<file path="config.mk">
export PLATFORM = sky130hd
export DESIGN_NAME = r22_bf2i_sdf_flat
export DESIGN_NICKNAME = d
export VERILOG_FILES = /design/src/rtl/r22_bf2i_sdf_if.sv /design/src/rtl/r22_bf2i_sdf.sv /design/src/flat_wrapper.sv
export SDC_FILE = /design/constraint.sdc
export NUM_CORES = 1
export LEC_CHECK = 0
export CAP_MARGIN = 20
export CORE_ASPECT_RATIO = 1.75
export CORE_UTILIZATION = 60
export DETAILED_ROUTE_END_ITERATION = 16
export PLACE_DENSITY = 0.8
export SLEW_MARGIN = 10
export SYNTH_ARGS = -nofsm -noshare
export SYNTH_HDL_FRONTEND = slang
export SYNTH_SLANG_ARGS = --single-unit
</file>
<file path="constraint.sdc">
create_clock -name clk -period 4.2 [get_ports clk]
set_clock_uncertainty 0.15 [all_clocks]
set_input_delay 0.84 -clock clk [delete_from_list [all_inputs] [get_ports clk]]
set_output_delay 0.84 -clock clk [all_outputs]
set_load 0.005 [all_outputs]
</file>
<file path="src/rtl/r22_bf2i_sdf_if.sv">
// Streaming sample interface for the radix-2^2 BF2I SDF stage.
// Carries one complex sample {re, im} per valid cycle into the stage, and
// the stage's output sample plus its sync / -j select flags out of it.
// master: the upstream producer / downstream consumer side (drives in_*).
// slave:  the butterfly stage itself (drives out_*).
interface r22_bf2i_sdf_if #(
    parameter int DATA_W = 11
);
    logic                  in_valid;
    logic                  in_sync;
    logic [2*DATA_W-1:0]   in_data;
    logic                  out_valid;
    logic                  out_sync;
    logic                  out_jsel;
    logic [2*DATA_W-1:0]   out_data;

    modport master (
        output in_valid,
        output in_sync,
        output in_data,
        input  out_valid,
        input  out_sync,
        input  out_jsel,
        input  out_data
    );

    modport slave (
        input  in_valid,
        input  in_sync,
        input  in_data,
        output out_valid,
        output out_sync,
        output out_jsel,
        output out_data
    );
endinterface

</file>
<file path="src/rtl/r22_bf2i_sdf.sv">
// Radix-2^2 single-path delay-feedback butterfly stage BF2I.
// A frame is 2*DELAY samples. During the first half (FILL) incoming samples
// enter the feedback line while the previous frame's differences leave it.
// During the second half (BFLY) the half-scaled sum goes out and the
// half-scaled difference goes back into the line. out_jsel flags the
// samples the downstream -j stage must rotate.
// Optional build macro BF2I_ROUND_EN: add 1 before the >>1 (round half up)
// on both sum and difference; otherwise plain floor truncation.
module r22_bf2i_sdf #(
    parameter int DATA_W = 11,
    parameter int DELAY  = 8
) (
    input  logic          clk,
    input  logic          rst_n,
    r22_bf2i_sdf_if.slave bus
);
    // Phase counter width: counts 0 .. 2*DELAY-1 and wraps naturally
    // because DELAY is a power of two.
    localparam int CW = $clog2(2 * DELAY);
    localparam int SW = 2 * DATA_W;
    localparam logic [CW-1:0] SUM_START = CW'(DELAY);

`ifdef BF2I_ROUND_EN
    localparam logic signed [DATA_W+1:0] RND = (DATA_W + 2)'(1);
`else
    localparam logic signed [DATA_W+1:0] RND = '0;
`endif

    // Phase state
    logic [CW-1:0] cnt_reg;
    logic [CW-1:0] cnt_eff;
    logic [CW-1:0] cnt_next;
    logic          fill;
    logic          jsel_next;
    logic          sync_next;

    // Datapath
    logic [SW-1:0] line_reg [DELAY];
    logic [SW-1:0] d_word;
    logic [SW-1:0] x_word;
    logic [SW-1:0] sum_word;
    logic [SW-1:0] dif_word;
    logic [SW-1:0] line_in;
    logic [SW-1:0] data_next;

    // Registered outputs
    logic          valid_reg;
    logic          sync_reg;
    logic          jsel_reg;
    logic [SW-1:0] data_reg;

    assign x_word = bus.in_data;
    assign d_word = line_reg[DELAY-1];

    // Phase decode: a qualified sync restarts the frame at this very sample.
    always_comb begin
        cnt_eff   = cnt_reg;
        if (bus.in_valid && bus.in_sync) begin
            cnt_eff = '0;
        end
        cnt_next  = cnt_eff + CW'(1);
        fill      = ~cnt_eff[CW-1];
        jsel_next = fill & cnt_eff[CW-2];
        sync_next = (cnt_eff == SUM_START);
    end

    // Per-component half-scaled butterfly. Component 0 is im (low half),
    // component 1 is re (high half). Two guard bits keep the sum exact
    // before the shift; only the low DATA_W bits of the shifted value remain.
    genvar gi;
    for (gi = 0; gi < 2; gi++) begin : g_comp
        logic signed [DATA_W+1:0] d_ext;
        logic signed [DATA_W+1:0] x_ext;
        logic signed [DATA_W+1:0] sum_ext;
        logic signed [DATA_W+1:0] dif_ext;

        assign d_ext   = {{2{d_word[gi*DATA_W+DATA_W-1]}}, d_word[gi*DATA_W +: DATA_W]};
        assign x_ext   = {{2{x_word[gi*DATA_W+DATA_W-1]}}, x_word[gi*DATA_W +: DATA_W]};
        assign sum_ext = d_ext + x_ext + RND;
        assign dif_ext = d_ext - x_ext + RND;

        assign sum_word[gi*DATA_W +: DATA_W] = DATA_W'(sum_ext >>> 1);
        assign dif_word[gi*DATA_W +: DATA_W] = DATA_W'(dif_ext >>> 1);
    end

    // FILL: new sample goes into the line, old difference comes out.
    // BFLY: difference goes back into the line, sum comes out.
    always_comb begin
        line_in   = dif_word;
        data_next = sum_word;
        if (fill) begin
            line_in   = x_word;
            data_next = d_word;
        end
    end

    // Feedback delay line: shifts one place per valid sample.
    always_ff @(posedge clk or negedge rst_n) begin
        if (!rst_n) begin
            for (int i = 0; i < DELAY; i++) begin
                line_reg[i] <= '0;
            end
        end else if (bus.in_valid) begin
            line_reg[0] <= line_in;
            for (int i = 1; i < DELAY; i++) begin
                line_reg[i] <= line_reg[i-1];
            end
        end
    end

    // Phase counter and output registers; flags and data hold between valids.
    always_ff @(posedge clk or negedge rst_n) begin
        if (!rst_n) begin
            cnt_reg   <= '0;
            valid_reg <= 1'b0;
            sync_reg  <= 1'b0;
            jsel_reg  <= 1'b0;
            data_reg  <= '0;
        end else begin
            valid_reg <= bus.in_valid;
            if (bus.in_valid) begin
                cnt_reg  <= cnt_next;
                sync_reg <= sync_next;
                jsel_reg <= jsel_next;
                data_reg <= data_next;
            end
        end
    end

    assign bus.out_valid = valid_reg;
    assign bus.out_sync  = sync_reg;
    assign bus.out_jsel  = jsel_reg;
    assign bus.out_data  = data_reg;

endmodule
</file>
<file path="src/flat_wrapper.sv">
// flat-port wrapper written by rule: the top's interface ports become plain ports
module r22_bf2i_sdf_flat 
#(
    parameter int DATA_W = 11,
    parameter int DELAY  = 8
)
  (clk, rst_n, bus_in_valid, bus_in_sync, bus_in_data, bus_out_valid, bus_out_sync, bus_out_jsel, bus_out_data);
  r22_bf2i_sdf_if #(.DATA_W(DATA_W)) bus_i ();
  input  logic clk;
  input  logic rst_n;
  input wire logic [$bits(bus_i.in_valid)-1:0] bus_in_valid;
  input wire logic [$bits(bus_i.in_sync)-1:0] bus_in_sync;
  input wire logic [$bits(bus_i.in_data)-1:0] bus_in_data;
  output wire logic [$bits(bus_i.out_valid)-1:0] bus_out_valid;
  output wire logic [$bits(bus_i.out_sync)-1:0] bus_out_sync;
  output wire logic [$bits(bus_i.out_jsel)-1:0] bus_out_jsel;
  output wire logic [$bits(bus_i.out_data)-1:0] bus_out_data;
  assign bus_i.in_valid = bus_in_valid;
  assign bus_i.in_sync = bus_in_sync;
  assign bus_i.in_data = bus_in_data;
  assign bus_out_valid = bus_i.out_valid;
  assign bus_out_sync = bus_i.out_sync;
  assign bus_out_jsel = bus_i.out_jsel;
  assign bus_out_data = bus_i.out_data;
  r22_bf2i_sdf #(.DATA_W(DATA_W), .DELAY(DELAY)) u_core (.clk(clk), .rst_n(rst_n), .bus(bus_i));
endmodule
</file>
## Yosys cells after proc, flatten, opt, wreduce, memory -nomap -nowiden

Cells that the tools add are included.

- Logic and storage cells: 25
- Bits in registers: 205
- Output and inout port bits: 25

- Multiplexer cells: 3
- Eq/ne operators: 1
- Reductions and logical operators: 1
- $add $sub $neg: 5
- Bitwise gates (word level): 2

Operator list:

| cell | count |
|---|---|
| $mux 22 | 2 |
| $add 11x11->12 | 2 |
| $sub 11x11->12 | 2 |
| $add 4x1->4 const B | 1 |
| $eq 4x4->1 const B | 1 |
| $mux 4 | 1 |
| $and 1x1->1 | 1 |
| $logic_and 1x1->1 | 1 |
| $not 1->1 | 1 |

## Depth between registers and ports, before layout

Gate-level depths: netlist (run 1).

- Depth in word-level cells: 4
- Gate-level depth with buffers: 9
- Mapped depth without buffers: 8

## Worst setup path before layout (run 1)

No wires, ideal clock.

- Path kind: in2reg
- From: in bus_in_data[13]
- To: reg u_core.data_reg[19] (netlist: u_core.bus.out_data[19])
- Stages on the path: 9
- Arrival: 2.375 ns
- Setup time: 0.139 ns
- Path buffers: 1
- Setup slack: 1.536 ns
- Cell sequence: inv_1 > ha_1 > buf_6 > nor2_2 > a311oi_4 > o221ai_2 > o41ai_2 > xnor2_1 > o221ai_2

- Longest elaborated chain between the ends: 2

RTL lines:

| element | RTL line | text |
|---|---|---|
| start, declared | flat_wrapper.sv:13 | `input wire logic [$bits(bus_i.in_data)-1:0] bus_in_data;` |
| $add 11x11->12 | r22_bf2i_sdf.sv:79 | `assign sum_ext = d_ext + x_ext + RND;` |
| $mux 22 | r22_bf2i_sdf.sv:91 | `if (fill) begin` |
| end signal, assigned | r22_bf2i_sdf.sv:125 | `data_reg <= data_next;` |
| end, declared | r22_bf2i_sdf.sv:50 | `logic [SW-1:0] data_reg;` |

No other way between the ends.
A chain may end at the register's enable or synchronous reset.

## Final worst setup path (run 1)

- From: in bus_in_data[13]
- To: reg u_core.line_reg[173] (netlist bit)

- Longest elaborated chain between the ends: 2

RTL lines:

| element | RTL line | text |
|---|---|---|
| $sub 11x11->12 | r22_bf2i_sdf.sv:80 | `assign dif_ext = d_ext - x_ext + RND;` |
| $mux 22 | r22_bf2i_sdf.sv:91 |  |
| end signal, assigned by index | r22_bf2i_sdf.sv:106 | `line_reg[i] <= line_reg[i-1];` |
| end, declared | r22_bf2i_sdf.sv:38 | `logic [SW-1:0] line_reg [DELAY];` |

No other way between the ends.

==> impl_metrics.py, run 1 <==
metrics = {
    "routing": {
        "postRouteAntennaNets": 0,
        "finalWirelength_um": 19610,
        "drc_errors": 0,
        "drt_iter0_drc": 361,
        "via_count": 6331,
        "drt-vias-per-instance": 5.917,
        "firstDrtPassIters": 4,
        "detail_route.wl_per_cell_um": 18.32,
    },
    "layout": {
        "area_delta_synth_final_pct": 12.21,
        "n_antenna_cell": 0,
        "nNetsFinal": 942,
        "layoutNonFillerInstCount": 1070,
        "fillers": 1141,
        "largest_reg_flops": 154,
        "multiInputGateArea_um2": 4395,
        "ff_latch_area_um2": 5130,
        "drive_gt1_frac": 0.2395,
    },
    "clock_tree": {
        "htreeDepth": 1,
        "path_clk_slew_ps": 60,
        "cts_root_buf": "clkbuf_16",
        "clock_latency_ps": 500,
        "cts_made_buffers": 20,
        "cts.repair.resized": 0,
        "cts_hold_buf": 0,
        "tritoncts": "built",
        "clock-sinks": 205,
        "cts.path.max_buffers": 3,
        "post_cts_buffers": 0,
    },
    "synth": {
        "netlist_instances": 844,
        "ys_types": 59,
        "ys_async_sr_fraction": 1.000,
        "synth.most_common_cell": "dfrtp_1",
        "synth.avg_cell_area_um2": 11.75,
        "synth_area_um2": 9920,
        "syn_nets": 916,
        "ys_seq_area_frac": 0.5172,
        "synth-edff-count": 0,
        "yosys.area.top_type_share": 0.5172,
        "synth-seq-cells": 205,
        "synth_ff_type": "dfrtp_1",
        "synth_area_leaders": "dfrtp_1, mux2_2, ha_1, xnor2_1, a21oi_1",
        "synth_largest_area_cell": "dfrtp_1",
        "synth-warning-count": 0,
        "synth_common_cells": "dfrtp_1, mux2_2, inv_1, nand2_1, nor2_1",
    },
    "die": {
        "die_h_um": 172.1,
        "placementRows": 61,
        "die_w_um": 99.20,
        "io_pins": 51,
        "start_util": 0.6189,
        "die-area_um2": 17070,
        "core_area_um2": 16030,
    },
    "timing": {
        "post-route-min-period_ps": 3045,
        "slew_viol_final": 0,
        "tns_ps": 0,
        "max_freq_ghz": 0.3284,
        "rsz0062_at_grt": "false",
        "setup_viol_count_final": 0,
        "timing.slew.headroom": 0.2980,
        "finalCritPeriodShare": 0.7251,
        "tightest_slew_ps": 1053,
        "finalHoldViolations": 0,
    },
    "setup_path": {
        "critPathMaxStageDelay_ps": 510,
        "path_buf_inv": 2,
        "reg2reg_slack_ps": 1620,
        "critPathRequiredTime_ps": 4430,
        "critPathSlowestCell": "clkdlybuf4s50_1",
        "path_common_cell": "o21ai_0",
        "critPathKind": "input port to flip-flop",
        "critPathMaxFanout": 8,
        "cp-end-kind": "flip-flop",
        "crit_family": "compound AO/OA/AOI/OAI gates",
        "crit_arrival_ps": 3280,
        "cp-start-kind": "input port",
        "cp_cell_sequence": "clkdlybuf4s50_1, inv_1, ha_1, a21o_2, a31o_2, a311oi_1, o21ai_0, xnor2_1, o21ai_0",
    },
    "global_route": {
        "antenna_found_initial": 0,
        "grt_max_degree": 106,
        "grt_pass1_vias": 6694,
        "grt_overflow": 0,
        "grt_pass1_wl_um": 32750,
        "track_usage": 0.2416,
    },
    "status": {
        "status": "completed",
    },
    "placed_design": {
        "gp_congestion": 0.8746,
        "numPlacedInstances": 1037,
        "portBuffers": 50,
        "dpl.hpwl_um": 13160,
    },
    "hold_path": {
        "hold_path.class": "input port to async pin",
    },
    "power": {
        "p_leak_uw": 0.004779,
        "pwr_density_cell_nw_per_um2": 678.8,
        "peakVddDrop_v": 0.0004159,
    },
    "job": {
        "cap_violations": 0,
    },
}
cell usage in the layout, fill, tap and decap left out, types with 3 or more instances in the layout:
cell type,instances
xnor2_1,25
o21ai_1,3
clkbuf_16,21
clkbuf_8,4
nand3_1,12
nor3_1,5
nor3b_1,3
inv_1,46
o211ai_1,3
ha_1,42
nor2b_1,18
buf_4,5
xor2_1,4
o221ai_1,5
o31ai_1,5
a21oi_1,42
a21o_1,4
nor4_1,3
nand2_1,46
nor2_1,43
clkdlybuf4s50_1,48
dfrtp_1,205
clkbuf_1,5
o22ai_1,5
nand4_1,4
a31o_2,4
a31oi_1,13
mux2_2,162
fa_1,4
o21bai_1,5
nand2b_1,8
o21ai_0,41
metrics by stage:
step / hold WS [ps] / util / power, uW / cell area, um2 / setup WS, ps
after global routing: 353.5 / 0.6945 / 8044 / 11130 / 1025
after detailed placement: 322.5 / 0.6551 / 5819 / 10500 / 628.5
after CTS: 323.2 / 0.6945 / 7604 / 11130 / 1148
final: 278.6 / 0.6945 / 7555 / 11130 / 1155
after global placement: 307.1 / 0.6551 / 5644 / 10500 / 770.5
after floorplan: 289.8 / - / 4971 / 9920 / 1536
report_power, final:
| group | leakage (uW) | switching (uW) | internal [uW] |
|---|---|---|---|
| Combinational | 0.00210 | 1280 | 1360 |
| Clock | 0.000302 | 728 | 1010 |
| Sequential | 0.00237 | 481 | 2690 |
| Total | 0.00478 | 2490 | 5060 |
per-layer routing:
metal	GRT usage	wire (um)	up-vias
li1	-	-	2988
met1	0.2966	8045	3168
met2	0.4290	10230	126
met3	0.02910	690	49
met4	0.1055	635	0
met5	0	0	-
worst paths after layout:
kind                       depth (start not counted)               from                   end
min in group clk                                   1  u_core.cnt_reg[0]     u_core.cnt_reg[0]
max in group asynchronous                          2              rst_n  u_core.line_reg[162]
max                                                9    bus_in_data[13]  u_core.line_reg[173]
max reg2reg                                        7  u_core.d_word[13]  u_core.line_reg[173]
min reg2reg                                        1  u_core.cnt_reg[0]     u_core.cnt_reg[0]
min                                                1              rst_n     u_core.d_word[20]
layout make-up:
cell class / instances / area share
flip-flops and latches: 205 / 0.4609
multi-input cells: 541 / 0.3949
clock buffers: 28 / 0.05137
repair buffers: 56 / 0.05081
well taps: 189 / 0.02125
inverters: 46 / 0.01551
clock inverters: 5 / 0.005283
cells by family after synthesis:
| logic type | after synthesis | synth area share |
|---|---|---|
| AOI/OAI and AO/OA | 150 | 0.09687 |
| xor gates and xnor gates | 29 | 0.02561 |
| adders and majority gates | 46 | 0.06105 |
| buffers and inverters | 98 | 0.03973 |
| DFF | 205 | 0.5172 |
| muxes | 164 | 0.1859 |
| and+or+nand+nor | 152 | 0.07366 |
Power figures use the tool's default switching activity.
==> run 2, diff against run 1 <==
==> constraint.sdc (replaced) <==
create_clock -name clk -period 2.9 [get_ports clk]
set_clock_uncertainty 0.15 [all_clocks]
set_input_delay 0.58 -clock clk [delete_from_list [all_inputs] [get_ports clk]]
set_output_delay 0.58 -clock clk [all_outputs]
set_load 0.005 [all_outputs]
==> run 2 against run 1 <==
Net effect:
- die area is the same
- sequential cell count is the same
- critical path depth is the same
- critical path type unchanged
- largest power group unchanged
- highest routed layer unchanged
==> impl_metrics.py, run 2 (synthesis gave the netlist of run 1 again) <==
metrics = {
    "layout": {
        "fillers": 1129,
        "fin_area_um2": 11540,
        "final_cell_mix": "dfrtp_1, mux2_2, buf_4",
        "drive_gt1_frac": 0.2834,
        "final_common_cell": "dfrtp_1",
        "largest_reg_flops": 154,
        "n_antenna_cell": 0,
        "nNetsFinal": 994,
        "area_delta_synth_final_pct": 16.35,
    },
    "routing": {
        "finalWirelength_um": 19910,
        "firstDrtPassIters": 4,
        "drc_errors": 0,
        "routed-wl-met3_um": 816,
        "drt_iter0_drc": 242,
        "postRouteAntennaNets": 0,
        "wl_met2_um": 10050,
        "highest-signal-layer": "met4",
        "detail_route.wl_per_cell_um": 17.72,
        "wl_met1_um": 8362,
        "drt-vias-per-instance": 5.813,
        "via_count": 6534,
    },
    "timing": {
        "finalCritPeriodShare": 0.8959,
        "finalHoldViolations": 0,
        "rsz0062_at_grt": "false",
        "timing.slew.headroom": 0.5153,
        "max_freq_ghz": 0.3849,
        "tightest_slew_ps": 727.1,
        "slew_viol_final": 0,
        "post-route-min-period_ps": 2598,
        "tns_ps": 0,
        "setup_viol_count_final": 0,
    },
    "status": {
        "status": "completed",
    },
    "setup_path": {
        "reg2reg_slack_ps": 430,
        "r2r_cells": 8,
        "cp_cell_sequence": "clkdlybuf4s50_1, inv_1, ha_1, a21o_2, a31o_2, a311oi_1, o21ai_0, xnor2_1, o21ai_0",
        "crit_arrival_ps": 2870,
        "path_buf_inv": 2,
        "r2r-start": "u_core.d_word[1]",
        "critPathKind": "input port to flip-flop",
        "critPathMaxStageDelay_ps": 480,
        "critPathSlowestCell": "clkdlybuf4s50_1",
        "cp-end-kind": "flip-flop",
        "r2r-end": "u_core.line_reg[163]",
        "critPathRequiredTime_ps": 3170,
        "cp-start-kind": "input port",
        "path_common_cell": "o21ai_0",
        "crit_family": "compound AO/OA/AOI/OAI gates",
        "critPathMaxFanout": 6,
        "crit_start": "bus_in_data[13]",
    },
    "clock_tree": {
        "path_clk_slew_ps": 70,
        "cts_made_buffers": 19,
        "cts.repair.resized": 0,
        "post_cts_buffers": 0,
        "htreeDepth": 1,
        "tritoncts": "built",
        "clock_latency_ps": 500,
        "cts.path.max_buffers": 3,
        "cts_root_buf": "clkbuf_16",
        "clock-sinks": 205,
    },
    "hold_path": {
        "worstHoldEndpoint": "u_core.bus.out_data[0]",
        "hold_path.class": "input port to flip-flop",
        "min_from": "bus_in_valid",
        "hold_path_depth": 2,
    },
    "power": {
        "pwr-share-seq": 0.410,
        "peakVddDrop_v": 0.0006263,
        "p_leak_uw": 0.005044,
        "p_sw_uw": 3666,
        "combinationalPowerShare": 0.378,
        "p_sw_frac": 0.3283,
        "internal-power_uw": 7499,
        "pwr_density_cell_nw_per_um2": 967.4,
        "clkPwrFrac": 0.212,
    },
    "global_route": {
        "grt_max_degree": 143,
        "grt_pass1_vias": 6828,
        "grt_pass1_wl_um": 33220,
        "antenna_found_initial": 0,
        "grt_overflow": 0,
        "track_usage": 0.2443,
    },
    "die": {
        "die_h_um": 172.1,
        "start_util": 0.6189,
        "die-area_um2": 17070,
        "core_area_um2": 16030,
        "io_pins": 51,
        "die_w_um": 99.20,
        "placementRows": 61,
    },
    "placed_design": {
        "placed_cell_area_um2": 10940,
        "dpl.hpwl_um": 13780,
        "portBuffers": 50,
        "gp_congestion": 0.8697,
    },
    "job": {
        "cap_violations": 0,
    },
}
[run 2: cell types whose count changed in the layout (fill, tap and decap cells not counted), sizes merged]
cell / previous run / this run
buf: 6 / 58
clkinv: 1 / 5
bufinv: 1 / 0
clkbuf: 30 / 29
clkinvlp: 2 / 1
dlygate4sd3: 0 / 1
[run 2: worst max-delay path by stage]
| stage | cells past startpoint | end | slack (ps) |
|---|---|---|---|
| 2_1_floorplan | 9 | u_core.bus.out_data[19] | 500 |
| 3_3_place_gp | 9 | u_core.line_reg[173] | -190 |
| 3_5_place_dp | 9 | u_core.line_reg[173] | -240 |
| 4_1_cts | 9 | u_core.line_reg[173] | 300 |
| 5_1_grt | 9 | u_core.line_reg[163] | 180 |
| 6_report | 9 | u_core.line_reg[173] | 300 |
[run 2: per-layer routing]
layer  track usage  vias up
met5             0        -
met4        0.1017        0
met3       0.02789       50
met2        0.4260      149
met1        0.3101     3242
li1              -     3093
[run 2: final cells by class]
class                      instances  area (um2)  share of cell area
timing repair buffer             109        1016             0.08803
sequential                       205        5130              0.4445
clock inverter                     7       45.04            0.003903
clock buffer                      27       545.5             0.04727
tap                              189       236.5             0.02049
multi-input combinational        541        4395              0.3809
inverter                          46       172.7             0.01496
[run 2: timing repair]
item                                    4_1_cts  5_1_grt
hold endpoints to repair                     23        0
endpoints found under the setup margin        0        0
hold buffers                                  1        0
[run 2: power by group through the flow]
stage               Clock, uW  Sequential [uW]  Combinational (uW)
floorplan                   0             4380                2820
global placement            0             4540                4050
detailed placement          0             4630                4190
CTS                      2410             4580                4230
global route             2540             4710                4640
finish                   2360             4580                4220
[run 2: metrics by stage]
step,worst slack (ps),hold slack (ps),instances,utilization,power [uW]
floorplan,495.8,134.4,844,-,7199
global placement,-186.4,304.3,1089,0.6826,8582
detailed placement,-244.1,326.7,1089,0.6826,8819
CTS,301.5,234.2,1124,0.7201,11230
global route,178.8,263.7,1124,0.7201,11890
finish,302.0,245.9,1124,0.7201,11170
